### config.mk
export PLATFORM = sky130hd
export DESIGN_NAME = hub_scheduler
export DESIGN_NICKNAME = d
export VERILOG_FILES = /design/src/rtl/hub_pkg.sv /design/src/rtl/hub_rr_arbiter.sv /design/src/rtl/hub_scheduler.sv
export SDC_FILE = /design/constraint.sdc
export NUM_CORES = 1
export LEC_CHECK = 0
export CAP_MARGIN = 30
export CORE_MARGIN = 5
export CORE_UTILIZATION = 35
export CTS_CLUSTER_DIAMETER = 80
export DETAILED_ROUTE_END_ITERATION = 12
export GPL_TIMING_DRIVEN = 1
export MAX_ROUTING_LAYER = met4
export PLACE_DENSITY_LB_ADDON = 0.08
export SYNTH_ARGS = -nofsm -noshare
export SYNTH_HDL_FRONTEND = slang
export SYNTH_SLANG_ARGS = --single-unit
### constraint.sdc
create_clock -name clk -period 3.26 [get_ports clk]
set_input_delay 0.326 -clock clk [delete_from_list [all_inputs] [get_ports clk]]
set_output_delay 0.326 -clock clk [all_outputs]
set_load 0.02 [all_outputs]
### src/rtl/hub_pkg.sv
// hub_pkg: shared defaults, FSM state encoding and a constant clog2 helper for the hub scheduler.
package hub_pkg;
  localparam int NPORTS_DEF = 4;
  localparam int DW_DEF = 8;
  typedef enum logic [1:0] {IDLE = 2'd0, WAIT_FREE = 2'd1, LAUNCH = 2'd2, DRAIN = 2'd3} state_t;
  function automatic int clog2(input int v);
    int r;
    r = 0;
    while ((1 << r) < v) r = r + 1;
    return r;
  endfunction
endpackage

### src/rtl/hub_rr_arbiter.sv
// hub_rr_arbiter: combinational round-robin pick of the first set val bit at or above ptr, wrapping; one-hot grant, binary idx, any.
module hub_rr_arbiter
  import hub_pkg::*;
#(
  parameter int N = NPORTS_DEF,
  parameter int SW = clog2(N)
) (
  input  logic [N-1:0]  val,
  input  logic [SW-1:0] ptr,
  output logic [N-1:0]  grant,
  output logic [SW-1:0] idx,
  output logic          any
);
  logic [2*N-1:0] dbl;
  logic [SW:0] sum;
  always_comb begin
    dbl = {val, val} >> ptr;
    sum = '0;
    for (int k = N - 1; k >= 0; k--)
      if (dbl[k]) sum = {1'b0, ptr} + (SW + 1)'(k);
    if (sum >= (SW + 1)'(N)) sum = sum - (SW + 1)'(N);
    idx = sum[SW-1:0];
    any = |val;
    grant = any ? N'(1) << idx : '0;
  end
endmodule

### src/rtl/hub_scheduler.sv
// hub_scheduler: captures received bytes per port and broadcasts them round-robin to all other ports' transmitters (ports: clk, reset(active-low async), rec_complete/dout_bus/tr_free in, tr_start/din_bus out, busy/src_sel/ovf/timeout status, flag_clr).
module hub_scheduler
  import hub_pkg::*;
#(
  parameter int NPORTS = NPORTS_DEF,
  parameter int DW = DW_DEF,
  parameter int TO_CYCLES = 4096,
  localparam int SW = clog2(NPORTS),
  localparam int CW = clog2(TO_CYCLES + 1)
) (
  input  logic                 clk,
  input  logic                 reset,
  input  logic [NPORTS-1:0]    rec_complete,
  input  logic [NPORTS*DW-1:0] dout_bus,
  input  logic [NPORTS-1:0]    tr_free,
  output logic [NPORTS-1:0]    tr_start,
  output logic [NPORTS*DW-1:0] din_bus,
  output logic                 busy,
  output logic [SW-1:0]        src_sel,
  output logic [NPORTS-1:0]    ovf,
  output logic                 timeout,
  input  logic                 flag_clr
);
  state_t state_q, state_d;
  logic [NPORTS-1:0] rec_q, val_q, acc_q, acc_d, rise, grant, take_vec, dst;
  logic [NPORTS-1:0][DW-1:0] hold_q;
  logic [DW-1:0] txreg;
  logic [SW-1:0] ptr_q, gidx;
  logic [CW-1:0] cnt_q;
  logic any, take, all_free, all_acc, to_hit, set_to;
  hub_rr_arbiter #(.N(NPORTS), .SW(SW)) u_arb (
    .val(val_q),
    .ptr(ptr_q),
    .grant(grant),
    .idx(gidx),
    .any(any)
  );
  always_comb begin
    rise = rec_complete & ~rec_q;
    dst = ~(NPORTS'(1) << src_sel);
    // a destination counts as accepted from the first cycle its transmitter reports busy
    acc_d = acc_q | (dst & ~tr_free);
    all_free = (tr_free & dst) == dst;
    all_acc = acc_d == dst;
    to_hit = cnt_q == CW'(TO_CYCLES - 1);
    take = state_q == IDLE && any;
    take_vec = take ? grant : '0;
    busy = state_q != IDLE;
  end
  always_comb begin
    state_d = state_q;
    tr_start = '0;
    set_to = 1'b0;
    case (state_q)
      IDLE:      state_d = any ? WAIT_FREE : IDLE;
      WAIT_FREE: state_d = all_free ? LAUNCH : WAIT_FREE;
      LAUNCH: begin
        tr_start = dst & ~acc_q;
        set_to = !all_acc && to_hit;
        state_d = all_acc ? DRAIN : set_to ? IDLE : LAUNCH;
      end
      DRAIN:     state_d = all_free ? IDLE : DRAIN;
    endcase
  end
  always_comb begin
    din_bus = '0;
    for (int j = 0; j < NPORTS; j++)
      if ((state_q == LAUNCH || state_q == DRAIN) && dst[j]) din_bus[j*DW +: DW] = txreg;
  end
  always_ff @(posedge clk or negedge reset)
    if (!reset) state_q <= IDLE;
    else state_q <= state_d;
  always_ff @(posedge clk or negedge reset) begin
    if (!reset) begin
      rec_q <= '0;
      val_q <= '0;
      hold_q <= '0;
      txreg <= '0;
      src_sel <= '0;
      ptr_q <= '0;
      acc_q <= '0;
      cnt_q <= '0;
      ovf <= '0;
      timeout <= 1'b0;
    end else begin
      rec_q <= rec_complete;
      // a capture in the same cycle the slot is being selected refills it instead of overflowing
      val_q <= (val_q & ~take_vec) | rise;
      ovf <= (ovf & ~{NPORTS{flag_clr}}) | (rise & val_q & ~take_vec);
      timeout <= (timeout & ~flag_clr) | set_to;
      acc_q <= state_q == LAUNCH ? acc_d : '0;
      cnt_q <= state_q == LAUNCH ? cnt_q + 1'b1 : '0;
      for (int i = 0; i < NPORTS; i++)
        if (rise[i] && (!val_q[i] || take_vec[i])) hold_q[i] <= dout_bus[i*DW +: DW];
      if (take) begin
        src_sel <= gidx;
        txreg <= hold_q[gidx];
        ptr_q <= gidx == SW'(NPORTS - 1) ? '0 : gidx + 1'b1;
      end
    end
  end
endmodule

# ---- After elaboration in Yosys (flattened, before gate mapping)
# Index checks and enable logic that the tools add are counted.
dict set report word_totals {
  out_inout_bits 44
  elab_cells 99
  reg_bits 76
  in_bits 43
}
dict set report classes {
  bitwise 20
  order_cmp 2
  eq_ne 7
  n_shift 3
  add_sub_neg 6
  mux 24
  reduce_logical 23
}
# cell count
set ops {}
lappend ops {{$mux W8} 5}
lappend ops {{$and A4 B4 Y4} 8}
lappend ops {{$not A4 Y4} 6}
lappend ops {{$bmux W8 S2} 1}
lappend ops {{$mux W4} 4}
lappend ops {{$add A13 B1 Y13 const B} 1}
lappend ops {{$eq A13 B12 Y1 const B} 1}
lappend ops {{$mux W13} 1}
lappend ops {{$mux W2} 6}
lappend ops {{$mux W3} 4}
lappend ops {{$or A4 B4 Y4} 3}
lappend ops {{$logic_and A1 B1 Y1} 10}
lappend ops {{$eq A4 B4 Y1} 2}
lappend ops {{$pmux W2 S4} 1}
lappend ops {{$shl A1 B2 Y4 const A} 2}
lappend ops {{$shr A8 B2 Y4} 1}
lappend ops {{$add A2 B2 Y3 const B} 2}
lappend ops {{$eq A2 B2 Y1 const B} 3}
lappend ops {{$logic_not A1 Y1} 5}
lappend ops {{$logic_or A1 B1 Y1} 5}
lappend ops {{$reduce_or A4 Y1} 1}
lappend ops {{$add A2 B1 Y3 const B} 1}
lappend ops {{$ge A3 B3 Y1 const B} 1}
lappend ops {{$lt A2 B3 Y1 const B} 1}
lappend ops {{9 further kinds} 10}

# ---- Depth between registers and ports, before layout
dict set report logic_depth {
  depth_word 13
  ltp_mapped 11
}

# ---- Modules after synthesis
# From an unflattened synthesis, not the netlist that was laid out.
dict set report hier_totals {
  hier_cells 343
  hier_area_um2 3793.6
}
# mod cells_each instances area_per_inst_um2 seq_area_each_um2
set by_module_without_submodules {}
lappend by_module_without_submodules {hub_scheduler 312 1 3604.7 1901.8}
lappend by_module_without_submodules {hub_rr_arbiter 31 1 188.9 0.0}

# ---- Worst setup path before layout
# No wires, ideal clock.
dict set report synth_path {
  path_type {reg-to-reg}
  start {reg val_q[0]}
  end {reg hold_q[24] (netlist bit)}
  arrival_ns 2.547
  setup_slack_ns 0.588
  required_ns 3.135
  path_stages_with_launch 12
  n_path_buf 3
  path_cell_list {dfrtp_1 buf_4 nand2_1 o22ai_4 or3_4 inv_2 buf_12 buf_12 ha_1 nand2_1 a21oi_1 mux2_2}
}
dict set report synth_via {
  elab_chain_cells 12
}
# item line
set synth_lines {}
lappend synth_lines {{start: declaration} hub_scheduler.sv:25} ;# logic [NPORTS-1:0] rec_q, val_q, acc_q, acc_d, rise, grant, take_vec, dst;
lappend synth_lines {{start signal: assignment} hub_scheduler.sv:88} ;# val_q <= (val_q & ~take_vec) | rise;
lappend synth_lines {{$shr A8 B2 Y4} hub_rr_arbiter.sv:17} ;# dbl = {val, val} >> ptr;
lappend synth_lines {{$mux W3 (4 in series)} hub_rr_arbiter.sv:20} ;# if (dbl[k]) sum = {1'b0, ptr} + (SW + 1)'(k);
lappend synth_lines {{$ge A3 B3 Y1 or $sub A2 B1 Y2 (tied branches)} hub_rr_arbiter.sv:21} ;# if (sum >= (SW + 1)'(N)) sum = sum - (SW + 1)'(N);
lappend synth_lines {{$mux W2} hub_rr_arbiter.sv:21}
lappend synth_lines {{$shl A1 B2 Y4} hub_rr_arbiter.sv:24} ;# grant = any ? N'(1) << idx : '0;
lappend synth_lines {{$mux W4} hub_rr_arbiter.sv:24}
lappend synth_lines {{$mux W4 (*)} hub_scheduler.sv:47} ;# take_vec = take ? grant : '0;
lappend synth_lines {{$logic_or A1 B1 Y1 (*)} hub_scheduler.sv:94} ;# if (rise[i] && (!val_q[i] || take_vec[i])) hold_q[i] <= dout_bus[i*DW +: DW];
lappend synth_lines {{$logic_and A1 B1 Y1 (*)} hub_scheduler.sv:94}
lappend synth_lines {{end signal: indexed assignment} hub_scheduler.sv:94}
lappend synth_lines {{end: declaration} hub_scheduler.sv:26} ;# logic [NPORTS-1:0][DW-1:0] hold_q;
# Mark *: on every way between the ends. The rest lies on a longest branch, timed or not.
# A chain may end at the register's enable or synchronous reset.

# ---- Worst setup path in the final report
dict set report layout_path {
  start {reg val_q[3]}
  end {reg hold_q[26] (netlist bit)}
}
dict set report layout_via {
  elab_chain_cells 12
}
# item line
set layout_lines {}
lappend layout_lines {{$shr A8 B2 Y4} hub_rr_arbiter.sv:17}
lappend layout_lines {{$mux W3 (4 in series)} hub_rr_arbiter.sv:20}
lappend layout_lines {{$ge A3 B3 Y1 or $sub A2 B1 Y2 (tied branches)} hub_rr_arbiter.sv:21}
lappend layout_lines {{$mux W2} hub_rr_arbiter.sv:21}
lappend layout_lines {{$shl A1 B2 Y4} hub_rr_arbiter.sv:24}
lappend layout_lines {{$mux W4} hub_rr_arbiter.sv:24}
lappend layout_lines {{$mux W4} hub_scheduler.sv:47}
lappend layout_lines {{$logic_or A1 B1 Y1 (*)} hub_scheduler.sv:94}
lappend layout_lines {{$logic_and A1 B1 Y1 (*)} hub_scheduler.sv:94}
# Marked as above.

==> results.py <==
metrics = {
    "run_status": {
        "status": "finished clean",
    },
    "finish": {
        "nets": 507,
        "synthToLayoutAreaGrowth_pct": 30.9,
        "fin_util_pct": 46.9,
        "layout_common_cells": "clkdlybuf4s50_1, dfrtp_1, nand2_1",
        "layout-drive-gt1-share_pct": 12.9,
        "final_common_cell": "clkdlybuf4s50_1",
        "finalNonFillerCells": 606,
        "num_antenna_cells": 0,
    },
    "routing": {
        "post_drt_wl_per_cell_um": 17.0,
        "viasPerCell": 5.13,
        "routed_wl_um": 10300,
        "drtAntennaViolNets": 0,
        "drc": 0,
        "via_count": 3106,
        "firstDrtPassIters": 4,
        "drt_iter0_markers": 141,
    },
    "worst_setup_path": {
        "rr_worst_depth": 9,
        "rr_endpoint": "hold_q[26]",
        "cp.required_ns": 3.49,
        "crit_fanout": 20,
        "worstReg2RegStart": "val_q[3]",
        "worst_setup_path_end_kind": "register",
        "worst_setup_path_start_kind": "register",
        "criticalPathCategory": "reg -> reg",
        "ff2ff_setup_slack_ns": 0.49,
        "worstPathArrival_ns": 3.00,
    },
    "die": {
        "num_rows": 38,
        "ios": 87,
        "die_h_um": 115,
        "coreArea_mm2": 0.0108,
        "fp.dieW_um": 115,
        "start_util_pct": 35.8,
        "die_area_mm2": 0.0133,
    },
    "clock_tree": {
        "ctsResizeCount": 0,
        "clockBufferDepth": 2,
        "clk_latency_ns": 0.34,
        "numCtsBuffers": 9,
        "h-tree-depth": 3,
        "cts-root-buf": "clkbuf_8",
        "cts_sinks": 76,
        "clk_pin_slew_ns": 0.08,
        "cts_tree": "done",
    },
    "timing": {
        "skew_ns": 0.00842,
        "hold_viol": 0,
        "worst_slew_margin_rel_pct": 54.9,
        "min_period_over_period_pct": 85.0,
        "rsz0062_at_grt": "false",
        "drv_slew": 0,
        "setup_viol": 0,
        "clock.fmax_ghz": 0.361,
        "fin_tns_setup_ns": 0,
        "tightest_slew_ns": 0.674,
        "post-route-min-period_ns": 2.77,
    },
    "yosys": {
        "synth_flop_cell": "dfrtp_1",
        "syn-num-nets": 423,
        "avgSynthCellArea_um2": 10.3,
        "ys_ff_latch": 76,
        "synth_enable_flop_cells": 0,
        "synth_cells": 378,
        "syn_area_mm2": 0.00388,
        "seq_area_frac_synth_pct": 49.0,
        "synth_warnings": 0,
        "synth_cell_type_count": 53,
        "async_reset_ff_share_pct": 100,
    },
    "run": {
        "drv_cap": 0,
    },
    "min_path": {
        "min_path_type": "in -> async",
    },
    "placed_design": {
        "hpwl_um": 7600,
        "dp.cells": 590,
        "gp_congestion": 0.833,
        "port_buffers": 86,
    },
    "global_route": {
        "grt_overflow": 0,
        "grt_pass1_vias": 3129,
        "track_usage_pct": 16.8,
        "grt_max_degree": 70,
        "antenna_found_initial": 0,
        "grt_first_pass_wirelength_um": 16700,
    },
    "power": {
        "leakage_nw": 2.13,
        "power.density_mw_per_mm2": 905,
        "vdd_ir_drop_max_mv": 0.461,
    },
}
registers in the layout, indices dropped and copies added, names as in the netlist:
name,cells
txreg,8
ovf,4
rec_q,4
cnt_q,13
state_q,2
acc_q,4
src_sel,2
timeout,1
ptr_q,2
val_q,4
hold_q,32
stage by stage:
step / power [mW] / instance area (um^2) / worst slack [ns] / hold WS (ns)
finish: 4.60 / 5080 / 0.490 / 0.341
global route: 4.92 / 5080 / 0.340 / 0.320
CTS: 4.64 / 5080 / 0.489 / 0.324
detailed placement: 3.86 / 4870 / 0.505 / 0.167
global placement: 3.83 / 4840 / 0.553 / 0.449
floorplan: 3.07 / 3880 / 0.588 / 0.0304
routing by layer:
metal,share of wire (%),track usage [%]
met4,0.90,3.76
met5,0,-
met1,50,23.2
met3,3.8,4.21
met2,45,24.9
synth_stat cells (all sizes together) (2+ instances only):
master | count | share of area (%)
dfrtp | 76 | 49
nand2 | 35 | 3.4
nor2 | 32 | 3.2
and3 | 26 | 4.2
mux2 | 26 | 7.5
a211oi | 15 | 3.4
clkbuf | 15 | 1.4
a21oi | 14 | 1.8
nand2b | 14 | 2.4
o22ai | 13 | 2.4
o21ai | 12 | 1.5
and2 | 10 | 1.6
inv | 9 | 0.87
mux2i | 9 | 2.3
o31a | 8 | 1.8
buf | 6 | 1.7
nand3 | 6 | 0.77
nor3 | 6 | 0.77
xor2 | 5 | 1.1
or3 | 4 | 0.77
a21boi | 3 | 0.97
a22o | 3 | 0.68
nand4 | 3 | 0.48
nor2b | 3 | 0.48
o2bb2ai | 3 | 0.68
or2 | 3 | 0.48
xnor2 | 3 | 0.68
a31oi | 2 | 0.48
ha | 2 | 0.64
nor4 | 2 | 0.32
o31ai | 2 | 0.39
final cells by class:
class	count	area [um^2]
Sequential cell	76	1900
Multi-Input combinational cell	272	1830
Clock inverter	5	77.6
Tap cell	140	175
Timing Repair Buffer	94	941
Inverter	9	33.8
Clock buffer	10	128
Fill cell	1053	5760
cell families after synthesis:
kind of cell	after synthesis	share of synthesized area, %
flip-flops	76	49.0
multiplexers	35	9.86
adder cells (fa/ha/maj)	2	0.644
AO/OA/AOI/OAI	80	15.2
AND/OR/NAND/NOR	147	19.5
XOR/XNOR	8	1.80
buffers and inverters	30	4.03
timing repair:
item                                   CTS  global route
hold buffers                             1             0
buffers inserted                         0             0
endpoints found under the hold margin    7             0
power by group:
part	leakage [nW]	switching, mW	internal, mW
Combinational	1.09	1.17	1.04
Clock	0.102	0.341	0.425
Sequential	0.942	0.340	1.28
worst max-delay path: stages, from the launching register on:
cell      delay (ns)
dfrtp_1         0.55
nand2b_4        0.23
o22ai_4         0.11
or3_4           0.43
inv_2           0.34
ha_1            0.24
nand2_1         0.07
a21oi_1         0.15
buf_4           0.19
mux2_2          0.34
how the worst max path moves through the flow:
| stage | from | end | slack [ns] |
|---|---|---|---|
| 2_1_floorplan | val_q[0] | hold_q[24] | 0.59 |
| 3_3_place_gp | val_q[3] | hold_q[31] | 0.55 |
| 3_5_place_dp | val_q[3] | hold_q[28] | 0.51 |
| 4_1_cts | val_q[3] | hold_q[30] | 0.49 |
| 5_1_grt | val_q[3] | hold_q[28] | 0.34 |
| 6_report | val_q[3] | hold_q[26] | 0.49 |
(Power assumes the default switching activity.)
